[config.mk]
export PLATFORM = sky130hd
export DESIGN_NAME = sd_kopierer_flat
export DESIGN_NICKNAME = d
export VERILOG_FILES = /design/src/rtl/sd_kopierer_pkg.sv /design/src/rtl/sd_kopierer_if.sv /design/src/rtl/sd_zeitgeber.sv /design/src/rtl/sd_kopierer.sv /design/src/flat_wrapper.sv
export SDC_FILE = /design/constraint.sdc
export NUM_CORES = 1
export LEC_CHECK = 0
export CORE_MARGIN = 5
export CORE_UTILIZATION = 40
export CTS_CLUSTER_SIZE = 12
export DETAILED_ROUTE_END_ITERATION = 16
export GPL_TIMING_DRIVEN = 0
export PLACE_DENSITY = 0.61
export SETUP_SLACK_MARGIN = 0.05
export SYNTH_ARGS = -nofsm -noshare
export SYNTH_HDL_FRONTEND = slang
export SYNTH_SLANG_ARGS = --single-unit
[constraint.sdc]
create_clock -name clk -period 6.7 [get_ports clk]
set_input_delay 1.005 -clock clk [delete_from_list [all_inputs] [get_ports clk]]
set_output_delay 1.005 -clock clk [all_outputs]
set_load 0.01 [all_outputs]
[src/rtl/sd_kopierer_pkg.sv]
// Shared types and defaults for the SD-to-RAM bulk copy engine.
package sd_kopierer_pkg;

    localparam int unsigned ANZAHL_BREITE_DEF  = 16;
    localparam int unsigned TIMEOUT_BREITE_DEF = 24;

    typedef enum logic [2:0] {
        StIdle         = 3'd0,
        StSdAnfrage    = 3'd1,
        StSdStart      = 3'd2,
        StSdWarten     = 3'd3,
        StRamSchreiben = 3'd4,
        StSdFreigabe   = 3'd5
    } zustand_e;

    // States that wait on the SD reader and must not hang on a dead card.
    function automatic logic zeitueberwacht(input zustand_e z);
        return z inside {StSdAnfrage, StSdStart, StSdWarten, StSdFreigabe};
    endfunction

endpackage

[src/rtl/sd_kopierer_if.sv]
// SD reader request/response and RAM write port as seen by the copy engine.
interface sd_kopierer_if;

    logic [31:0] sd_adresse;
    logic        sd_lesen;
    logic [31:0] sd_daten;
    logic        sd_fertig;
    logic        sd_busy;

    logic [31:0] ram_adresse;
    logic [31:0] ram_daten;
    logic        ram_schreiben;
    logic        ram_bereit;

    modport master (
        output sd_adresse, sd_lesen, ram_adresse, ram_daten, ram_schreiben,
        input  sd_daten, sd_fertig, sd_busy, ram_bereit
    );

    modport slave (
        input  sd_adresse, sd_lesen, ram_adresse, ram_daten, ram_schreiben,
        output sd_daten, sd_fertig, sd_busy, ram_bereit
    );

endinterface

[src/rtl/sd_zeitgeber.sv]
// Clearable saturating wait counter; abgelaufen is high once it reaches all-ones.
module sd_zeitgeber #(
    parameter int unsigned BREITE = 24
) (
    input  logic clk,
    input  logic rst_n,
    input  logic zaehlen,
    input  logic loeschen,
    output logic abgelaufen
);

    logic [BREITE-1:0] zaehler_q;

    assign abgelaufen = &zaehler_q;

    always_ff @(posedge clk or negedge rst_n) begin
        if (!rst_n) begin
            zaehler_q <= '0;
        end else if (loeschen) begin
            zaehler_q <= '0;
        end else if (zaehlen && !abgelaufen) begin
            zaehler_q <= zaehler_q + BREITE'(1);
        end
    end

endmodule

[src/rtl/sd_kopierer.sv]
// Copies a run of words from the SD word reader into RAM, one read request per word,
// with a per-state timeout so a dead card ends in an error flag instead of a hang.
module sd_kopierer
    import sd_kopierer_pkg::*;
#(
    parameter int unsigned ANZAHL_BREITE  = ANZAHL_BREITE_DEF,
    parameter int unsigned TIMEOUT_BREITE = TIMEOUT_BREITE_DEF
) (
    input  logic                     clk,
    input  logic                     rst_n,
    input  logic                     start,
    input  logic [31:0]              quell_adresse,
    input  logic [31:0]              ziel_adresse,
    input  logic [ANZAHL_BREITE-1:0] anzahl,
    output logic                     busy,
    output logic                     fertig,
    output logic                     fehler,
    sd_kopierer_if.master            bus
);

    zustand_e state_q, state_d;

    logic [31:0]              src_q, src_d;
    logic [31:0]              dst_q, dst_d;
    logic [ANZAHL_BREITE-1:0] rest_q, rest_d;
    logic                     busy_q, busy_d;
    logic                     fertig_q, fertig_d;
    logic                     fehler_q, fehler_d;
    logic [31:0]              sd_adresse_q, sd_adresse_d;
    logic                     sd_lesen_q, sd_lesen_d;
    logic [31:0]              ram_adresse_q, ram_adresse_d;
    logic [31:0]              ram_daten_q, ram_daten_d;
    logic                     ram_schreiben_q, ram_schreiben_d;

    logic sd_frei;
    logic zeit_aktiv;
    logic zeit_ab;
    logic timeout;

    // Reader is idle only once it has also dropped the data-valid of its last sector.
    assign sd_frei    = !bus.sd_busy && !bus.sd_fertig;
    assign zeit_aktiv = zeitueberwacht(state_q);
    assign timeout    = zeit_aktiv && zeit_ab;

    sd_zeitgeber #(
        .BREITE (TIMEOUT_BREITE)
    ) u_zeitgeber (
        .clk        (clk),
        .rst_n      (rst_n),
        .zaehlen    (zeit_aktiv),
        .loeschen   (state_d != state_q),
        .abgelaufen (zeit_ab)
    );

    always_ff @(posedge clk or negedge rst_n) begin
        if (!rst_n) begin
            state_q <= StIdle;
        end else begin
            state_q <= state_d;
        end
    end

    always_comb begin
        state_d = state_q;
        unique case (state_q)
            StIdle: begin
                if (start && (anzahl != '0)) begin
                    state_d = StSdAnfrage;
                end
            end
            StSdAnfrage:    if (sd_frei)        state_d = StSdStart;
            StSdStart:      if (bus.sd_busy)    state_d = StSdWarten;
            StSdWarten:     if (bus.sd_fertig)  state_d = StRamSchreiben;
            StRamSchreiben: if (bus.ram_bereit) state_d = StSdFreigabe;
            StSdFreigabe: begin
                if (sd_frei) begin
                    state_d = (rest_q == '0) ? StIdle : StSdAnfrage;
                end
            end
            default: state_d = StIdle;
        endcase
        if (timeout) begin
            state_d = StIdle;
        end
    end

    always_comb begin
        src_d           = src_q;
        dst_d           = dst_q;
        rest_d          = rest_q;
        busy_d          = busy_q;
        fertig_d        = fertig_q;
        fehler_d        = fehler_q;
        sd_adresse_d    = sd_adresse_q;
        sd_lesen_d      = 1'b0;
        ram_adresse_d   = ram_adresse_q;
        ram_daten_d     = ram_daten_q;
        ram_schreiben_d = ram_schreiben_q;
        unique case (state_q)
            StIdle: begin
                if (start) begin
                    src_d    = quell_adresse;
                    dst_d    = ziel_adresse;
                    rest_d   = anzahl;
                    fehler_d = 1'b0;
                    fertig_d = (anzahl == '0);
                    busy_d   = (anzahl != '0);
                end
            end
            StSdAnfrage: begin
                if (sd_frei) begin
                    sd_adresse_d = src_q;
                    sd_lesen_d   = 1'b1;
                end
            end
            StSdWarten: begin
                if (bus.sd_fertig) begin
                    ram_daten_d     = bus.sd_daten;
                    ram_adresse_d   = dst_q;
                    ram_schreiben_d = 1'b1;
                end
            end
            StRamSchreiben: begin
                if (bus.ram_bereit) begin
                    ram_schreiben_d = 1'b0;
                    src_d           = src_q + 32'd1;
                    dst_d           = dst_q + 32'd1;
                    rest_d          = rest_q - ANZAHL_BREITE'(1);
                end
            end
            StSdFreigabe: begin
                if (sd_frei && (rest_q == '0)) begin
                    fertig_d = 1'b1;
                    busy_d   = 1'b0;
                end
            end
            default: ;
        endcase
        // rest_q is deliberately left as-is so the remaining count is visible after an abort.
        if (timeout) begin
            fehler_d        = 1'b1;
            fertig_d        = 1'b0;
            busy_d          = 1'b0;
            sd_lesen_d      = 1'b0;
            ram_schreiben_d = 1'b0;
        end
    end

    always_ff @(posedge clk or negedge rst_n) begin
        if (!rst_n) begin
            src_q           <= '0;
            dst_q           <= '0;
            rest_q          <= '0;
            busy_q          <= 1'b0;
            fertig_q        <= 1'b0;
            fehler_q        <= 1'b0;
            sd_adresse_q    <= '0;
            sd_lesen_q      <= 1'b0;
            ram_adresse_q   <= '0;
            ram_daten_q     <= '0;
            ram_schreiben_q <= 1'b0;
        end else begin
            src_q           <= src_d;
            dst_q           <= dst_d;
            rest_q          <= rest_d;
            busy_q          <= busy_d;
            fertig_q        <= fertig_d;
            fehler_q        <= fehler_d;
            sd_adresse_q    <= sd_adresse_d;
            sd_lesen_q      <= sd_lesen_d;
            ram_adresse_q   <= ram_adresse_d;
            ram_daten_q     <= ram_daten_d;
            ram_schreiben_q <= ram_schreiben_d;
        end
    end

    assign busy              = busy_q;
    assign fertig            = fertig_q;
    assign fehler            = fehler_q;
    assign bus.sd_adresse    = sd_adresse_q;
    assign bus.sd_lesen      = sd_lesen_q;
    assign bus.ram_adresse   = ram_adresse_q;
    assign bus.ram_daten     = ram_daten_q;
    assign bus.ram_schreiben = ram_schreiben_q;

endmodule

[src/flat_wrapper.sv]
// flat-port wrapper written by rule: the top's interface ports become plain ports
module sd_kopierer_flat import sd_kopierer_pkg::*;
#(
    parameter int unsigned ANZAHL_BREITE  = ANZAHL_BREITE_DEF,
    parameter int unsigned TIMEOUT_BREITE = TIMEOUT_BREITE_DEF
)
  (clk, rst_n, start, quell_adresse, ziel_adresse, anzahl, busy, fertig, fehler, bus_sd_adresse, bus_sd_lesen, bus_ram_adresse, bus_ram_daten, bus_ram_schreiben, bus_sd_daten, bus_sd_fertig, bus_sd_busy, bus_ram_bereit);
  sd_kopierer_if bus_i ();
  input  logic clk;
  input  logic rst_n;
  input  logic start;
  input  logic [31:0] quell_adresse;
  input  logic [31:0] ziel_adresse;
  input  logic [ANZAHL_BREITE-1:0] anzahl;
  output logic busy;
  output logic fertig;
  output logic fehler;
  output wire logic [$bits(bus_i.sd_adresse)-1:0] bus_sd_adresse;
  output wire logic [$bits(bus_i.sd_lesen)-1:0] bus_sd_lesen;
  output wire logic [$bits(bus_i.ram_adresse)-1:0] bus_ram_adresse;
  output wire logic [$bits(bus_i.ram_daten)-1:0] bus_ram_daten;
  output wire logic [$bits(bus_i.ram_schreiben)-1:0] bus_ram_schreiben;
  input wire logic [$bits(bus_i.sd_daten)-1:0] bus_sd_daten;
  input wire logic [$bits(bus_i.sd_fertig)-1:0] bus_sd_fertig;
  input wire logic [$bits(bus_i.sd_busy)-1:0] bus_sd_busy;
  input wire logic [$bits(bus_i.ram_bereit)-1:0] bus_ram_bereit;
  assign bus_sd_adresse = bus_i.sd_adresse;
  assign bus_sd_lesen = bus_i.sd_lesen;
  assign bus_ram_adresse = bus_i.ram_adresse;
  assign bus_ram_daten = bus_i.ram_daten;
  assign bus_ram_schreiben = bus_i.ram_schreiben;
  assign bus_i.sd_daten = bus_sd_daten;
  assign bus_i.sd_fertig = bus_sd_fertig;
  assign bus_i.sd_busy = bus_sd_busy;
  assign bus_i.ram_bereit = bus_ram_bereit;
  sd_kopierer #(.ANZAHL_BREITE(ANZAHL_BREITE), .TIMEOUT_BREITE(TIMEOUT_BREITE)) u_core (.clk(clk), .rst_n(rst_n), .start(start), .quell_adresse(quell_adresse), .ziel_adresse(ziel_adresse), .anzahl(anzahl), .busy(busy), .fertig(fertig), .fehler(fehler), .bus(bus_i));
endmodule
# Word level (Yosys, flattened, before mapping)
# Index checks and enable logic that the tools add are counted.
# Widths: inputs -> output; s select.
# totals
n_memories	0
input_bits	118
word_cells	93
latchBits	0
rom_bits	0
ff_bits	208
out_inout_bits	101
ramBits	0
# classes
reduce_logical	26
div	0
n_eq_ne	12
n_addsub	4
n_mul	0
muxes	38
shift	0
bitwise_logic	0
magnitude_cmp	0
# ops
op	count
$mux 32	4
$pmux 32 s2	2
$add 32x1->32 const B	2
$mux 24	2
$logic_not 16->1	2
$mux 16	2
$pmux 16 s2	1
$add 24x1->24 const B	1
$reduce_and 24->1	1
$mux 3	7
$pmux 3 s6	1
$mux 1	16
$reduce_bool 16->1	1
$sub 16x1->16 const B	1
$ne 3x2->1 const B	4
$reduce_and 3->1	3
$reduce_bool 2->1	4
$eq 3x2->1 const B	2
$eq 3x3->1 const B	2
$pmux 1 s2	3
$reduce_and 2->1	3
$reduce_bool 3->1	2
$logic_and 1x1->1	5
$ne 2x2->1 const B	2
other kinds (5)	7

# Logic depth before layout (Yosys ltp)
# Gate-level depths: netlist of the first run.
# depth
ltp_word	7
depth_mapped	9
mapped_depth_nobuf	8

# Hierarchy
# Synthesis of the first run repeated with hierarchy kept, for this count alone.
# hier_totals
cells_unflattened	1026
area_unflattened_um2	10403.7
# modules_own_cells
mod	cells_per_inst	instances	seq_area_each_um2	area_per_inst_um2
sd_kopierer	886	1	4604.4	9063.7
sd_zeitgeber	140	1	600.6	1340.0

# Worst setup path before layout of the first run
# No wires, ideal clock.
# synth_path
path_type	input to register
start	input port bus_sd_fertig
end	register u_core.u_zeitgeber.zaehler_q[3]
n_path_buf	1
setup_time_ps	119
path_stages	7
t_required_ps	6581
arrival_ps	2382
slack_ps	4199
path_cell_list	or2_2 or3_4 o21ai_2 a21oi_1 o31ai_4 buf_6 nor2_1
# synth_via
elab_chain_len	7
elab_cells_between_ends	10
cone_classes	eq/ne: 1; mux: 6; reduce/logical: 3
# synth_lines
element	line	text
start, declared	flat_wrapper.sv:24	input wire logic [$bits(bus_i.sd_fertig)-1:0] bus_sd_fertig;
$logic_not 1->1	sd_kopierer.sv:41	assign sd_frei = !bus.sd_busy && !bus.sd_fertig;
$logic_and 1x1->1	sd_kopierer.sv:41	
$mux 3 (on tied branches)	sd_kopierer.sv:76, sd_kopierer.sv:71	
$pmux 3 s6 *	sd_kopierer.sv:65	unique case (state_q)
$mux 3 *	sd_kopierer.sv:82	if (timeout) begin
$ne 3x3->1 *	sd_kopierer.sv:51	.loeschen (state_d != state_q),
$mux 24 or $reduce_bool 2->1 (tied branches)	n/a	
end signal, assigned	sd_zeitgeber.sv:22	zaehler_q <= zaehler_q + BREITE'(1);
end, declared	sd_zeitgeber.sv:12	logic [BREITE-1:0] zaehler_q;
# Every way passes the cells marked *; elsewhere a longest branch is shown, timed or not.
# A chain may end at the register's enable or synchronous reset.

# Worst setup path in the final report of the first run
# layout_path
start	input port start
end	register u_core.dst_q[1]
# layout_via
elab_chain_len	2
# layout_lines
element	line	text
start, declared	flat_wrapper.sv:11	input logic start;
$ne 2x2->1 (no source line)	n/a	
$reduce_and 3->1 (no source line)	n/a	
end signal, assigned	sd_kopierer.sv:164	dst_q <= dst_d;
end, declared	sd_kopierer.sv:24	logic [31:0] dst_q, dst_d;
# Every way passes these cells.

==> out/metrics.csv, run 1 <==
metric;value;unit
status;completed;
Yosys cell types;62;
layout cells sized above 1;12.2;%
Post-Syn Instances;1015;
PortBufs;218;
Routed WL;33.7;mm
H-tree levels;1;
gpl congestion;0.896;
post-synthesis register bit count;208;
period utilization;43.7;%
Hold Path Class;input port to asynchronous set/reset pin;
Pins Over Slew Limit;0;
crit end category;flip-flop;
critical path arrival;3.29;ns
drt first pass iters;5;
Core ar.;25100;um^2
asr flop ratio synth;100;%
CTS Hold Bufs;0;
critical path class;input port to flip-flop;
pwr dens;465;nW/um^2
combinational share of power;43.6;%
post-route cell area;13600;um^2
total negative setup slack;0;ns
Total GRT Usage;23.0;%
Post-CTS Setup Bufs;0;
drt initial violations;827;
die area;28700;um^2
HPWL after detailed placement;24.0;mm
largest net degree at the start of global routing;116;
Worst-Margin Slew;1.12;ns
Seq/Total Area, Yosys;51.1;%
clk slew on worst S/H paths;0.06;ns
Clk pwr share;21.1;%
CTS tree;yes;
RSZ-0062 raised after global routing;no;
Max rail drop VDD;0.237;mV
clock sinks;208;
DP Area;12800;um^2
Lkg Pwr;5.50;nW
Final Util;54.2;%
commonest non-fill, non-tap cell in the layout;clkdlybuf4s50_1;
area grow syn2layout;33.7;%
worst-skew pair later-pin latency;0.53;ns
P_sw;2.51;mW
crit-path max FO;10;
initial core utilization;40.5;%
CP startpoint kind;input port;
Post-CTS Resized;0;
Worst Reg-to-Reg Cells;8;
Die Ht;170;um
Peak Freq;342;MHz
max-cap violations;0;
Worst EP required;7.06;ns
GR Overflow Total;0;
setup violators final;0;
most frequent cells in the layout;217 x clkdlybuf4s50_1, 208 x dfrtp_1, 102 x a21oi_1;
# nets final;1382;
global-route wire length before repair;52.8;mm
Switching Fraction;39.7;%
total of warnings raised by yosys;0;
initial antenna violation count;2;
FP Rows;58;
Routed Antenna Nets;0;
Max Buffers Root-to-Sink;3;
Avg Cell Area, Syn;10.0;um^2
internal power;3.82;mW
Ports;219;
vias in the first global route;9210;
worst rel slew slack;25.0;%
CTS root buf;clkbuf_16;
cts bufs inserted;24;
min Tclk post-route;2.93;ns
mapped cell area;10200;um^2
DRC violations left;0;
final hold viol count;0;
syn_nets;1137;
Post-synth EDFFs;0;
drt wl/cell;21.0;um
via count;9224;
vias per cell;5.73;
clock skew;0.0165;ns
predominant post-synthesis flop cell;dfrtp_1;
sequential share of power;35.3;%
die width;170;um
-- registers in the layout, indices dropped and copies added (netlist names) --
register and flops:
u_core.bus.ram_adresse 32, u_core.bus.ram_daten 32, u_core.bus.ram_schreiben 1, u_core.bus.sd_adresse 32, u_core.bus.sd_lesen 1, u_core.busy 1, u_core.dst_q 32, u_core.fehler 1
u_core.fertig 1, u_core.rest_q 16, u_core.src_q 32, u_core.state_q 3, u_core.u_zeitgeber.zaehler_q 24
-- cell usage after synthesis, types with 3 or more instances --
library cell	number	area, um^2
a21oi_1	102	510
a22oi_1	7	52.6
a2bb2oi_1	16	140
a31oi_1	7	43.8
and2_1	4	25.0
and3_1	22	138
and4_1	6	52.6
buf_2	6	30.0
clkbuf_1	50	188
dfrtp_1	208	5200
ha_1	4	50.1
inv_1	6	22.5
mux2_2	94	1060
nand2_1	88	330
nand3_1	58	290
nand4_1	19	119
nor2_1	83	312
nor2b_1	6	37.5
nor3_1	24	120
nor3b_1	7	52.6
nor4_1	14	87.6
o211ai_1	3	22.5
o21a_1	3	22.5
o21ai_0	77	385
o22a_1	5	43.8
o22ai_1	23	144
o2bb2ai_1	4	35.0
o31ai_1	3	22.5
or3_1	3	18.8
or3_4	3	33.8
xnor2_1	5	43.8
xor2_1	16	140
-- final timing paths --
path	startpoint	to	slack, ns
setup / recovery	start	u_core.dst_q[1]	3.77
hold / removal	rst_n	u_core.bus.ram_daten[18]	0.48
setup reg to reg	u_core.state_q[2]	u_core.src_q[31]	3.92
hold reg to reg	u_core.bus.ram_adresse[11]	u_core.bus.ram_adresse[11]	0.49
max in group asynchronous	rst_n	u_core.bus.ram_adresse[20]	5.14
min in group clk	u_core.bus.ram_adresse[11]	u_core.bus.ram_adresse[11]	0.49
-- power by group through the flow --
stage	combinational (mW)	sequential, mW	clock, mW
2_1_floorplan	1.43	2.24	0
4_1_cts	2.76	2.22	1.37
5_1_grt	3.00	2.30	1.42
6_report	2.76	2.24	1.34
3_5_place_dp	2.75	2.24	0
3_3_place_gp	2.71	2.23	0
-- critical path, stage by stage --
cell,delay (ns)
clkdlybuf4s50_1,0.46
nand2b_1,0.13
a21boi_0,0.33
clkbuf_1,0.48
clkbuf_1,0.72
a31oi_1,0.17
-- layer usage --
layer  track usage [%]  routed length [um]  vias up
met4              6.72                 945        2
met1              31.7               14500     4497
met2              36.0               15200      447
met3              5.78                3100       63
li1                  -                   -     4215
met5                 0                  20        -
-- stage by stage --
stage,setup WS (ns),std cells,total power [mW],hold slack (ns)
finish,3.77,1609,6.33,0.483
global route,3.64,1608,6.72,0.519
CTS,3.84,1607,6.35,0.495
detailed placement,3.29,1564,4.99,0.470
global placement,-4.53,1563,4.94,0.461
floorplan,4.20,1015,3.67,0.471
-- cells by family (layout without fill, tap and decap cells) --
kind of cell	count (synthesis)	after routing	synth area share [%]
AND/OR/NAND/NOR	352	352	17.5
AO/OA/AOI/OAI	270	270	16.0
flip-flops	208	208	51.1
multiplexers	94	94	10.4
buffers and inverters	66	328	2.65
XOR/XNOR	21	21	1.81
adder cells (fa/ha/maj)	4	4	0.492
other	0	2	0
-- cell type report --
cell class | instances | area [um^2]
diodes | 2 | 5.00
plain buffers | 60 | 248
clock buffers | 39 | 717
clock inverters | 4 | 81.3
fillers | 2287 | 11500
inverters | 6 | 22.5
multi-input cells | 741 | 4700
flip-flops and latches | 208 | 5200
well taps | 330 | 413
repair buffers | 219 | 2210
Note: power is estimated with default switching activity, not from simulation.
==> inputs of run 2 (changes only) <==
Clock period 6.7 ns to 2.9 ns, I/O delays scaled along.
==> out/metrics.csv, run 2 (same netlist as run 1, synthesis figures left out) <==
metric;value;unit;change
status;completed;;unchanged
post-route cell area;13600;um^2;about the same
H-tree levels;1;;unchanged
Post-CTS Setup Bufs;0;;unchanged
hold wc startpoint;quell_adresse[0];;
drt first pass iters;5;;unchanged
max-cap violations;0;;unchanged
gpl congestion;0.896;;unchanged
FP Rows;58;;unchanged
Max Buffers Root-to-Sink;3;;unchanged
global-route wire length before repair;52.8;mm;unchanged
RSZ-0062 raised after global routing;no;;unchanged
critical path class;flip-flop to flip-flop;;was input port to flip-flop
clock sinks;208;;unchanged
largest net degree at the start of global routing;116;;unchanged
die width;170;um;unchanged
DP Area;12800;um^2;unchanged
via count;9214;;was 9224
Total GRT Usage;23.0;%;unchanged
Setup WS post-layout;0.154;ns;was 3.77 ns
most frequent cells in the layout;217 x clkdlybuf4s50_1, 208 x dfrtp_1, 102 x a21oi_1;;unchanged
Lkg Pwr;5.51;nW;was 5.50 nW
crit-path max FO;10;;unchanged
WHS Path Cells;3;;
pwr dens;1070;nW/um^2;was 465 nW/um^2
layout cells sized above 1;12.4;%;was 12.2%
Post-Layout Cell Count;1609;;unchanged
Core ar.;25100;um^2;unchanged
critical path arrival;3.13;ns;was 3.29 ns
total negative setup slack;0;ns;unchanged
die area;28700;um^2;unchanged
Peak Freq;364;MHz;
placed cells;1564;;unchanged
fillers;2288;;was 2287
initial core utilization;40.5;%;unchanged
HPWL after detailed placement;24.0;mm;unchanged
Place WS;0.0635;ns;was 3.29 ns
R2R Path Start;u_core.state_q[2];;unchanged
WHS;0.455;ns;was 0.483 ns
GR Overflow Total;0;;unchanged
cts bufs inserted;24;;unchanged
Worst Reg-to-Reg Cells;8;;unchanged
worst-skew pair later-pin latency;0.53;ns;about the same
DRC violations left;0;;unchanged
vias in the first global route;9210;;unchanged
clock skew;0.0123;ns;was 0.0165 ns
Die Ht;170;um;unchanged
clk slew on worst S/H paths;0.06;ns;about the same
crit end category;flip-flop;;unchanged
period utilization;94.7;%;
terminus of the critical flop-to-flop path;u_core.dst_q[8];;was u_core.src_q[31]
Pins Over Slew Limit;0;;unchanged
Hold Path Class;input port to flip-flop;;was input port to asynchronous set/reset pin
drt initial violations;844;;was 827
final hold viol count;0;;unchanged
multi-input logic area;4700;um^2;unchanged
PortBufs;218;;unchanged
initial antenna violation count;2;;unchanged
Min-Delay Endpoint;u_core.src_q[0];;
Routed Antenna Nets;0;;unchanged
reg-to-reg slack, setup;0.15;ns;was 3.92 ns
Seq. cell area;5200;um^2;unchanged
CTS root buf;clkbuf_16;;unchanged
# nets final;1383;;was 1382
Worst-Margin Slew;1.13;ns;was 1.12 ns
drt wl/cell;21.0;um;about the same
setup violators final;0;;unchanged
Ports;219;;unchanged
area grow syn2layout;33.8;%;was 33.7%
Pwr Total;14.6;mW;was 6.33 mW
Final Util;54.3;%;was 54.2%
min Tclk post-route;2.75;ns;
worst rel slew slack;24.1;%;was 25.0%
Max rail drop VDD;0.548;mV;was 0.237 mV
Worst EP required;3.29;ns;was 7.06 ns
CTS tree;yes;;unchanged
vias per cell;5.73;;about the same
Routed WL;33.7;mm;about the same
commonest non-fill, non-tap cell in the layout;clkdlybuf4s50_1;;unchanged
CP startpoint kind;flip-flop;;was input port
run 2: area by class of cell:
class | count | area share (%)
Antenna cell | 1 | 0.0184
Tap cell | 330 | 3.03
Sequential cell | 208 | 38.2
Inverter | 6 | 0.165
Clock buffer | 39 | 5.26
Multi-Input combinational cell | 741 | 34.5
Timing Repair Buffer | 220 | 16.3
Clock inverter | 4 | 0.597
Buffer | 60 | 1.85
run 2: critical path, cell delays in order, from the launching register on:
cell,delay [ns]
dfrtp_1,0.39
clkbuf_1,0.36
and2_1,0.20
buf_2,0.17
clkbuf_1,0.42
clkbuf_1,0.67
nand3_1,0.17
o21ai_0,0.13
a21oi_1,0.09
run 2: where the power goes:
| part | switching [mW] | internal (mW) |
|---|---|---|
| registers | 1.06 | 4.10 |
| logic | 3.52 | 2.87 |
| clock network | 1.23 | 1.86 |
| total | 5.81 | 8.82 |
run 2: metal layers:
| layer | wire length (um) | part of all wire, % | track usage [%] |
|---|---|---|---|
| met5 | 13 | 0.039 | 0 |
| met4 | 818 | 2.4 | 6.72 |
| met3 | 3050 | 9.0 | 5.78 |
| met2 | 15300 | 45 | 36.0 |
| met1 | 14500 | 43 | 31.7 |
run 2: timing repair:
| action | CTS | global route |
|---|---|---|
| gates resized for setup | 0 | 7 |
| endpoints found under the setup margin | 0 | 17 |
| hold buffers | 1 | 0 |
| hold endpoints to repair | 93 | 0 |
run 2: worst max-delay path by stage:
stage	from	endpoint	slack, ns
floorplan	u_core.rest_q[11]	u_core.u_zeitgeber.zaehler_q[3]	0.77
global placement	rst_n	u_core.dst_q[18]	-7.76
detailed placement	start	u_core.dst_q[1]	0.06
CTS	u_core.state_q[2]	u_core.src_q[31]	0.14
global route	u_core.state_q[2]	u_core.src_q[17]	0.06
finish	u_core.state_q[2]	u_core.dst_q[8]	0.15
